==> src/rtl/reg_op_pkg.sv <==
// reg_op_pkg: shared widths, opcodes, state encoding and latched-operation type for reg_op_seq.
package reg_op_pkg;
  localparam int RW = 3;
  localparam int DW = 8;
  localparam logic [2:0] OP_LDI = 3'd0;
  localparam logic [2:0] OP_MOV = 3'd1;
  localparam logic [2:0] OP_ADD = 3'd2;
  localparam logic [2:0] OP_SUB = 3'd3;
  localparam logic [2:0] OP_AND = 3'd4;
  localparam logic [2:0] OP_OR  = 3'd5;
  localparam logic [2:0] OP_XOR = 3'd6;
  localparam logic [2:0] OP_NOP = 3'd7;
  localparam logic [1:0] ST_IDLE = 2'd0;
  localparam logic [1:0] ST_RD1  = 2'd1;
  localparam logic [1:0] ST_RD2  = 2'd2;
  localparam logic [1:0] ST_WB   = 2'd3;
  typedef struct packed {
    logic [2:0]    opcode;
    logic [RW-1:0] rd;
    logic [RW-1:0] rs1;
    logic [RW-1:0] rs2;
    logic [DW-1:0] imm;
  } op_t;
  function automatic logic skips_reads(input logic [2:0] opc);
    return opc == OP_LDI || opc == OP_NOP;
  endfunction
endpackage

==> src/rtl/reg_op_alu.sv <==
// reg_op_alu: combinational 8-bit result for one register operation, modulo 256.
module reg_op_alu
  import reg_op_pkg::*;
(
  input  logic [2:0]    opcode,
  input  logic [DW-1:0] opa,
  input  logic [DW-1:0] opb,
  input  logic [DW-1:0] imm,
  output logic [DW-1:0] y
);
  always_comb
    y = opcode == OP_LDI ? imm :
        opcode == OP_MOV ? opa :
        opcode == OP_ADD ? opa + opb :
        opcode == OP_SUB ? opa - opb :
        opcode == OP_AND ? opa & opb :
        opcode == OP_OR  ? opa | opb :
        opcode == OP_XOR ? opa ^ opb : '0;
endmodule

==> src/rtl/reg_op_seq.sv <==
// reg_op_seq: sequences one register op into read-port/write-port cycles of an 8x8 register file.
// Optional REG_OP_SEQ_ZFLAG_EN adds a zero flag updated on every writing op.
module reg_op_seq
  import reg_op_pkg::*;
(
  input  logic          clk,
  input  logic          clr,
  input  logic          op_valid,
  output logic          op_ready,
  input  logic [2:0]    opcode,
  input  logic [RW-1:0] rd,
  input  logic [RW-1:0] rs1,
  input  logic [RW-1:0] rs2,
  input  logic [DW-1:0] imm,
  input  logic [RW-1:0] mon_sel,
  output logic [RW-1:0] rf_rsel,
  input  logic [DW-1:0] rf_q,
  output logic [RW-1:0] rf_wsel,
  output logic          rf_en,
  output logic [DW-1:0] rf_d,
  output logic          busy,
  output logic          done,
  output logic [DW-1:0] result
`ifdef REG_OP_SEQ_ZFLAG_EN
  ,
  output logic          zflag
`endif
);
  logic [1:0]    state;
  op_t           op;
  logic [DW-1:0] opa;
  logic [DW-1:0] opb;
  logic [DW-1:0] alu_y;
  logic          accept;
  logic          wb_write;
  reg_op_alu u_alu (
    .opcode(op.opcode),
    .opa   (opa),
    .opb   (opb),
    .imm   (op.imm),
    .y     (alu_y)
  );
  always_comb begin
    accept   = state == ST_IDLE && op_valid;
    wb_write = state == ST_WB && op.opcode != OP_NOP;
    op_ready = state == ST_IDLE && !clr;
    busy     = state != ST_IDLE;
    done     = state == ST_WB && !clr;
    rf_rsel  = state == ST_RD1 ? op.rs1 : state == ST_RD2 ? op.rs2 : mon_sel;
    rf_wsel  = op.rd;
    rf_d     = alu_y;
    // Gated by clr so a reset in WB can never commit a write.
    rf_en    = wb_write && !clr;
  end
  always_ff @(posedge clk)
    if (clr) begin
      state  <= ST_IDLE;
      op     <= '0;
      opa    <= '0;
      opb    <= '0;
      result <= '0;
    end else begin
      state <= state == ST_IDLE ? (op_valid ? (skips_reads(opcode) ? ST_WB : ST_RD1) : ST_IDLE) :
               state == ST_RD1  ? (op.opcode == OP_MOV ? ST_WB : ST_RD2) :
               state == ST_RD2  ? ST_WB : ST_IDLE;
      if (accept) op <= {opcode, rd, rs1, rs2, imm};
      if (state == ST_RD1) opa <= rf_q;
      if (state == ST_RD2) opb <= rf_q;
      if (wb_write) result <= alu_y;
    end
`ifdef REG_OP_SEQ_ZFLAG_EN
  always_ff @(posedge clk)
    if (clr) zflag <= 1'b0;
    else if (wb_write) zflag <= alu_y == '0;
`endif
endmodule

==> config.mk <==
export PLATFORM = sky130hd
export DESIGN_NAME = reg_op_seq
export DESIGN_NICKNAME = d
export VERILOG_FILES = /design/src/rtl/reg_op_pkg.sv /design/src/rtl/reg_op_alu.sv /design/src/rtl/reg_op_seq.sv
export SDC_FILE = /design/constraint.sdc
export NUM_CORES = 1
export LEC_CHECK = 0
export ABC_CLOCK_PERIOD_IN_PS = 6560
export BUFFER_PORTS_ARGS = -buffer_cell sky130_fd_sc_hd__buf_4
export CAP_MARGIN = 10
export CELL_PAD_IN_SITES_DETAIL_PLACEMENT = 0
export CELL_PAD_IN_SITES_GLOBAL_PLACEMENT = 1
export CORE_UTILIZATION = 41
export CTS_CLUSTER_SIZE = 28
export DETAILED_ROUTE_END_ITERATION = 8
export PLACE_DENSITY = 0.8
export RECOVER_POWER = 100
export REMOVE_ABC_BUFFERS = 1
export SKIP_CTS_REPAIR_TIMING = 1
export SYNTH_ARGS = -nofsm -noshare
export SYNTH_HDL_FRONTEND = slang
export SYNTH_SLANG_ARGS = --single-unit
==> constraint.sdc <==
create_clock -name clk -period 6.56 [get_ports clk]
set_input_delay 0.984 -clock clk [delete_from_list [all_inputs] [get_ports clk]]
set_output_delay 0.984 -clock clk [all_outputs]
set_load 0.05 [all_outputs]
==> impl_metrics.yaml, run 1 <==
worst_setup_path:
  r2r_start: "op[19]"
  start_kind: "register"
  arrival_ns: 3.36
  worst-setup-path-type: "reg -> out"
  slowest_delay_ns: 0.66
  crit_chain: "clkbuf_1 -> inv_1 -> o32a_1 -> nor2_1 -> a2111oi_0 -> a31oi_1 -> clkbuf_1"
  r2r-end: "result[2]"
  path_max_fanout: 16
  cp_data_required_time_ns: 5.58
  r2r_setup_slack_ns: 3.75
  end_kind: "output port"
  critical-path-slowest-cell: "clkbuf_1"
  rr_worst_depth: 7
  worstSetupPathDepth: 7
  path_buf_inv: 3
  critPathTopFamily: "buffers and inverters"
  crit_top_cell: "clkbuf_1"
sta:
  setup_tns_ns: 0
  skew_ns: 0.008015
  fmaxAchievable_ghz: 0.2303
  setup_slack_ns: 2.217
  finalSetupViolCount: 0
  finalHoldViolCount: 0
  period_share: 0.6620
  holdWs_ns: 0.4557
  slew_headroom: -0.2877
  slew_violations: 43
  rsz0062_at_grt: "false"
  worst_slew_pin_slew_ns: 1.932
  finalWorstPathRequiredPeriod_ns: 4.343
floorplanning:
  core-area_sq_um: 7253
  rows: 31
  die_h_microns: 88.79
  io_pins: 60
  dieArea_sq_um: 7883
  initial_utilization: 0.4257
  dieWidth_microns: 88.79
finish:
  area_growth_pct: 15.92
  layout.cells.most_common: "nand2_1"
  nets: 504
  diodes: 0
  drive_gt1_frac: 0.1088
  layout.cells.non_filler: 540
  nFillCells: 773
  mostFrequentLayoutCells: "66 x nand2_1, 46 x dfxtp_1, 45 x a21oi_1"
  fin_util: 0.4935
synth:
  yosysWarningCount: 0
  async_reset_ff_frac: 0
  syn_area_sq_um: 3088
  yosysTopAreaCellShare: 0.2982
  ys_seq_area_frac: 0.2982
  synthFlopType: "dfxtp_1"
  avgSynthCellArea_sq_um: 7.759
  synth_edf_count: 0
  synth_top_cell_by_area: "dfxtp_1"
  syn-instance-count: 398
  ys_ff_latch: 46
  ys_top_cells_by_area: "dfxtp_1 30%, ha_1 11%, mux2i_1 8.8%"
  synth_cell_types: 50
clock_tree:
  cts.path.max_buffers: 2
  path_clk_slew_ns: 0.09
  clkLatencyLatePin_ns: 0.31
  cts_tree: "built"
  cts_root_buf: "clkbuf_8"
  cts_max_level: 2
  cts_made_buffers: 5
  cts.sinks: 46
job:
  max_cap_viol_count: 1
global_route:
  grt_max_degree: 43
  track_usage: 0.2161
  antenna_found_initial: 0
  grt_pass1_vias: 2601
  grt.overflow.total: 0
  grt_pass1_wl_microns: 12780
placed_design:
  placedCellCount: 532
  place_congestion: 0.9114
  io_buffers: 59
  post-place-ws_ns: 3.306
  place_hpwl_microns: 5780
pwr:
  leakage_nw: 1.419
  vdd_drop_max_v: 0.00009962
  powerDensity_nw_per_um2: 212.7
hold_path:
  worst_hold_path_type: "reg -> reg"
  hp-start: "result[7]"
  hold_end: "result[7]"
  min_path_cells: 2
routing:
  drtAntennaViolNets: 0
  vias: 2836
  first_pass_iters: 4
  post_drt_wl_per_cell_microns: 14.74
  drt-total-wl_microns: 7958
  first_iter_violations: 145
  via_per_inst: 5.252
  drcViolationCount: 0
run_status:
  outcome: "finished, violations left"
  violations: "max-capacitance violations, max-slew violations"
-- worst max-delay path by stage --
| stage | startpoint | end | slack (ns) |
|---|---|---|---|
| floorplan | opa[1] | rf_d[5] | 3.00 |
| global placement | op[19] | rf_d[2] | 3.33 |
| detailed placement | op[19] | rf_d[2] | 3.31 |
| CTS | op[19] | rf_d[2] | 2.95 |
| global route | op[19] | rf_d[5] | 2.03 |
| finish | op[19] | rf_d[2] | 2.22 |
-- final cells by class --
type                            instances  area, sq um  share of cell area
Inverter                               31        116.4             0.03251
Multi-Input combinational cell        294         1917              0.5355
Clock buffer                            5        68.82             0.01922
Sequential cell                        46        920.9              0.2573
Clock inverter                          3        68.82             0.01922
Tap cell                               99        123.9             0.03460
Timing Repair Buffer                   62        364.1              0.1017
-- worst reg2reg max path, stage by stage (launching register included) --
cell and delay (ns):
dfxtp_1 0.65, clkbuf_1 0.67, inv_1 0.32, o32a_1 0.43
nor2_1 0.10, a2111oi_0 0.06, a31oi_1 0.31, a2bb2oi_1 0.20
-- synth_stat cells, drive strengths merged (3+ instances only) --
cell      n
a21o      4
a21oi    45
a2bb2oi   3
a31oi     6
and3      7
buf      16
clkbuf   11
dfxtp    46
ha       28
inv      31
mux2i    27
nand2    66
nand2b    3
nor2     34
nor2b     3
nor3      6
o211ai    4
o21ai    12
o311ai    3
xnor2     6
-- routing by layer --
metal | global-route usage | vias up | part of all wire
li1 | - | 1444 | -
met1 | 0.2843 | 1286 | 0.47
met2 | 0.3483 | 98 | 0.45
met3 | 0.05690 | 8 | 0.067
met4 | 0.06158 | 0 | 0.013
met5 | 0 | - | 0
-- report_power, final --
part | total (W) | switching (W) | internal [W]
registers | 0.000305 | 0.0000117 | 0.000294
clock network | 0.000254 | 0.000102 | 0.000153
logic | 0.000202 | 0.000133 | 0.0000686
-- state kept, by name, summed over array words and instances (netlist names) --
register and cells:
state 2, result 8, opa 8, rf_wsel 3
op 17, opb 8
-- stage by stage --
| step | area, sq um | total power [W] |
|---|---|---|
| after CTS | 3681 | 0.0007815 |
| after global placement | 3543 | 0.0005219 |
| after detailed placement | 3543 | 0.0005226 |
| after global routing | 3580 | 0.0007998 |
| after floorplan | 2954 | 0.0004511 |
| final | 3580 | 0.0007613 |
-- cells by family after synthesis --
kind of cell,synth area share
xor gates and xnor gates,0.01702
and+or+nand+nor,0.1783
buffers and inverters,0.08103
muxes,0.09481
adders and majority gates,0.1264
AOI/OAI and AO/OA,0.2042
DFF,0.2982
(Power assumes the default switching activity.)
==> inputs of run 2 (changes only) <==
Settings changed: ABC_CLOCK_PERIOD_IN_PS 6560 to 4300.
Clock period 6.56 ns to 4.3 ns, I/O delays scaled along.
==> run 2 against run 1 <==
Against the previous run:
- the flow now finishes without violations
- utilization down 0.57 points
- clock-buffer cell count is the same
- hold slack gained 0.0011 ns
- die area did not move
- flip-flop and latch count stayed put
- critical path type unchanged
==> impl_metrics.yaml, run 2 (synthesis results as in run 1) <==
run_status:
  outcome: "finished clean"
hold_path:
  worst_hold_path_type: "reg -> reg"
  hp-start: "result[3]"
finish:
  diodes: 0
  area_growth_pct: 14.59
  layout.cells.most_common: "nand2_1"
  regMostFlops: "op"
  nets: 504
  largest_register_ff_count: 17
  drive_gt1_frac: 0.1111
  mostFrequentLayoutCells: "66 x nand2_1, 46 x dfxtp_1, 45 x a21oi_1"
worst_setup_path:
  cp_data_required_time_ns: 3.65
  end_kind: "output port"
  path_max_fanout: 19
  start_kind: "register"
  worst-setup-path-type: "reg -> out"
  r2r_start: "op[17]"
  arrival_ns: 3.01
  critPathLaunch: "op[17]"
clock_tree:
  clkLatencyLatePin_ns: 0.31
  cts.sinks: 46
  cts_root_buf: "clkbuf_8"
  path_clk_slew_ns: 0.09
  cts_max_level: 2
  cts.path.max_buffers: 2
  cts_tree: "built"
  cts_made_buffers: 5
sta:
  period_share: 0.8493
  holdWs_ns: 0.4568
  skew_ns: 0.007512
  finalHoldViolCount: 0
  fmaxAchievable_ghz: 0.2738
  finalSetupViolCount: 0
  slew_headroom: 0.2660
  slew_violations: 0
  rsz0062_at_grt: "false"
  setup_tns_ns: 0
  finalWorstPathRequiredPeriod_ns: 3.652
  worst_slew_pin_slew_ns: 1.100
floorplanning:
  initial_utilization: 0.4257
  rows: 31
  dieArea_sq_um: 7883
  die_h_microns: 88.79
  core-area_sq_um: 7253
  dieWidth_microns: 88.79
  io_pins: 60
routing:
  drcViolationCount: 0
  drt-total-wl_microns: 8034
  drtAntennaViolNets: 0
  via_per_inst: 5.252
  vias: 2836
  first_iter_violations: 158
  post_drt_wl_per_cell_microns: 14.88
  first_pass_iters: 4
global_route:
  grt_pass1_vias: 2585
  track_usage: 0.2155
  grt_max_degree: 43
  grt.overflow.total: 0
  antenna_found_initial: 0
  grt_pass1_wl_microns: 12840
placed_design:
  place_hpwl_microns: 5869
  place_congestion: 0.9477
  io_buffers: 59
job:
  max_cap_viol_count: 0
pwr:
  leakage_nw: 1.396
  vdd_drop_max_v: 0.0001997
  powerDensity_nw_per_um2: 297.7
run 2: cell types whose count changed in the layout (fill, tap and decap cells not counted), sizes merged:
cell      delta
clkbuf       -2
clkinvlp     +2
bufinv       -2
buf          +2
clkinv       -1
inv          +1
run 2: routing by layer:
layer  GRT usage  up-vias  wire length [microns]
met3     0.04104        8                    500
met2      0.3469       96                   3644
met5           0        -                      0
li1            -     1438                      -
met1      0.2921     1294                   3787
met4     0.06452        0                    102
run 2: power by group:
part / internal [W] / switching [W] / total [W] / leakage (nW)
clock: 0.000116 / 0.000163 / 0.000280 / 0.0408
combinational: 0.000105 / 0.000196 / 0.000301 / 0.980
sequential: 0.000448 / 0.0000255 / 0.000473 / 0.375
total: 0.000669 / 0.000384 / 0.00105 / 1.40
run 2: critical path, cell delays in order, from the launching register on:
cell	delay [ns]
dfxtp_1	0.66
clkbuf_1	0.70
a21oi_1	0.07
a311o_1	0.36
o221ai_1	0.08
a21oi_1	0.10
o21ai_0	0.22
clkbuf_1	0.50
run 2: metrics by stage:
stage / setup WS, ns / cells / cell area [sq um] / total power, W / util
3_5_place_dp: 1.398 / 532 / 3543 / 0.0007974 / 0.4885
4_1_cts: 1.040 / 540 / 3636 / 0.001082 / 0.5013
5_1_grt: 0.4535 / 540 / 3538 / 0.001119 / 0.4878
2_1_floorplan: 1.079 / 371 / 2954 / 0.0006881 / -
6_report: 0.6478 / 540 / 3538 / 0.001053 / 0.4878
3_3_place_gp: 1.381 / 532 / 3543 / 0.0007963 / 0.4885
run 2: cell type report:
class / count / area, sq um
multi-input combinational: 294 / 1917
clock inverter: 3 / 23.77
inverter: 31 / 116.4
fill: 749 / 3715
sequential: 46 / 920.9
timing repair buffer: 62 / 367.9
clock buffer: 5 / 68.82
tap: 99 / 123.9
run 2: final timing paths:
kind	cells past startpoint	to	slack (ns)
worst min-delay path	2	result[3]	0.46
worst min register to register	2	result[3]	0.46
worst max-delay path	7	rf_d[5]	0.65
worst max register to register	7	result[7]	1.73
==> inputs of run 3 (changes only) <==
Settings changed: ABC_CLOCK_PERIOD_IN_PS 4300 to 2970, CORE_UTILIZATION 41 to 37, PLACE_DENSITY 0.8 to 0.76.
Clock period 4.3 ns to 2.97 ns, I/O delays scaled along.
==> run 3 against run 2 <==
Against the previous run:
- final cell count grew 2.0%
- clock power grew 40%
- utilization shrank 1.7 points
- flip-flop and latch count is the same
- critical endpoint is now rf_d[6]
- largest cell class unchanged
- largest power group unchanged
==> impl_metrics.yaml, run 3 (synthesis results as in run 1) <==
run_status:
  outcome: "finished clean"
finish:
  diodes: 0
  nets: 512
  multiInputGateArea_sq_um: 1997
  fin_util: 0.4711
  fin_area_sq_um: 3716
  regMostFlops: "op"
  mostFrequentLayoutCells: "65 x nand2_1, 45 x buf_4, 44 x a21oi_1"
  nFillCells: 809
  layout.cells.non_filler: 551
  largest_register_ff_count: 17
  area_growth_pct: 20.34
  drive_gt1_frac: 0.1893
  layout.cells.most_common: "nand2_1"
  register_area_sq_um: 934.6
worst_setup_path:
  path_max_fanout: 4
  start_kind: "register"
  path_buf_inv: 2
  end_kind: "output port"
  r2r_start: "opa[4]"
  slowest_delay_ns: 0.39
  critical-path-slowest-cell: "dfxtp_4"
  cp_data_required_time_ns: 2.52
  critPathTopFamily: "compound AO/OA/AOI/OAI gates"
  arrival_ns: 2.43
  worstSetupPathDepth: 10
  critPathLaunch: "opa[0]"
  worst-setup-path-type: "reg -> out"
  rr_worst_depth: 8
  crit_chain: "ha_4 -> inv_1 -> fa_1 -> nor2b_1 -> o31a_1 -> o2111ai_1 -> o211a_1 -> a32o_2 -> nand2_2 -> buf_8"
sta:
  setup_tns_ns: 0
  worst_slew_pin_slew_ns: 0.7988
  holdWs_ns: 0.3752
  fmaxAchievable_ghz: 0.3482
  skew_ns: 0.006703
  period_share: 0.9671
  finalHoldViolCount: 0
  finalSetupViolCount: 0
  finalWorstPathRequiredPeriod_ns: 2.872
  slew_headroom: 0.4662
  slew_violations: 0
placed_design:
  placedCellCount: 541
  place_congestion: 0.9119
  placed_cell_area_sq_um: 3592
  place_hpwl_microns: 6191
  io_buffers: 59
floorplanning:
  core-area_sq_um: 7888
  initial_utilization: 0.3915
  dieWidth_microns: 93.36
  io_pins: 60
  dieArea_sq_um: 8715
  die_h_microns: 93.36
  rows: 32
job:
  max_cap_viol_count: 0
clock_tree:
  cts_root_buf: "clkbuf_8"
  cts.path.max_buffers: 2
  clkLatencyLatePin_ns: 0.30
  cts.sinks: 46
  path_clk_slew_ns: 0.09
  cts_made_buffers: 5
  cts_tree: "built"
  cts_max_level: 2
routing:
  via_per_inst: 5.243
  vias: 2889
  first_iter_violations: 141
  drtAntennaViolNets: 0
  first_pass_iters: 4
  drcViolationCount: 0
  drt-total-wl_microns: 8184
  post_drt_wl_per_cell_microns: 14.85
hold_path:
  min_path_cells: 3
  worst_hold_path_type: "in -> reg"
  hp-start: "rd[0]"
pwr:
  powerDensity_nw_per_um2: 415.3
  leakage_nw: 1.474
  vdd_drop_max_v: 0.0001824
global_route:
  grt.overflow.total: 0
  track_usage: 0.1942
  antenna_found_initial: 0
  grt_pass1_vias: 2713
  grt_max_degree: 28
  grt_pass1_wl_microns: 13380
-- run 3: cell types whose count changed in the layout (fill, tap and decap cells not counted), sizes merged --
cell and delta:
clkbuf -2, clkinv +2, buf +10, clkinvlp -1, inv -1
-- run 3: stage by stage --
| step | power, W | setup WS (ns) |
|---|---|---|
| finish | 0.001543 | 0.09780 |
| global route | 0.001641 | -0.008940 |
| CTS | 0.001557 | -0.08401 |
| detailed placement | 0.001161 | 0.2699 |
| global placement | 0.001159 | 0.3341 |
| floorplan | 0.0009963 | -0.05176 |
-- run 3: cell type report --
cell class	count	share of cell area
well taps	102	0.03434
flip-flops and latches	46	0.2515
multi-input cells	294	0.5374
clock inverters	3	0.005724
repair buffers	70	0.1212
clock buffers	5	0.01852
inverters	31	0.03131
-- run 3: final timing paths --
path | slack (ns) | endpoint
worst max register to register | 0.80 | result[7]
worst min register to register | 0.46 | result[3]
worst min-delay path | 0.38 | rf_wsel[0]
worst max-delay path | 0.1 | rf_d[6]
-- run 3: report_power, final --
part | internal (W) | total, W | switching, W
clock | 0.000166 | 0.000393 | 0.000227
sequential | 0.000648 | 0.000678 | 0.0000301
combinational | 0.000175 | 0.000472 | 0.000297
total | 0.000989 | 0.00154 | 0.000554
-- run 3: tightest hold or removal path, delay by kind of cell --
| family | cells | cell delay, ns |
|---|---|---|
| AO/OA/AOI/OAI | 1 | 0.05 |
| AND/OR/NAND/NOR | 1 | 0.04 |
| buffers and inverters | 1 | 0.11 |
-- run 3: routing by layer --
metal,vias to the layer above,wire length [microns],track usage
met1,1346,4011,0.2711
li1,1456,-,-
met4,0,37,0.03205
met2,82,3729,0.3125
met5,-,0,0
met3,5,405,0.03902
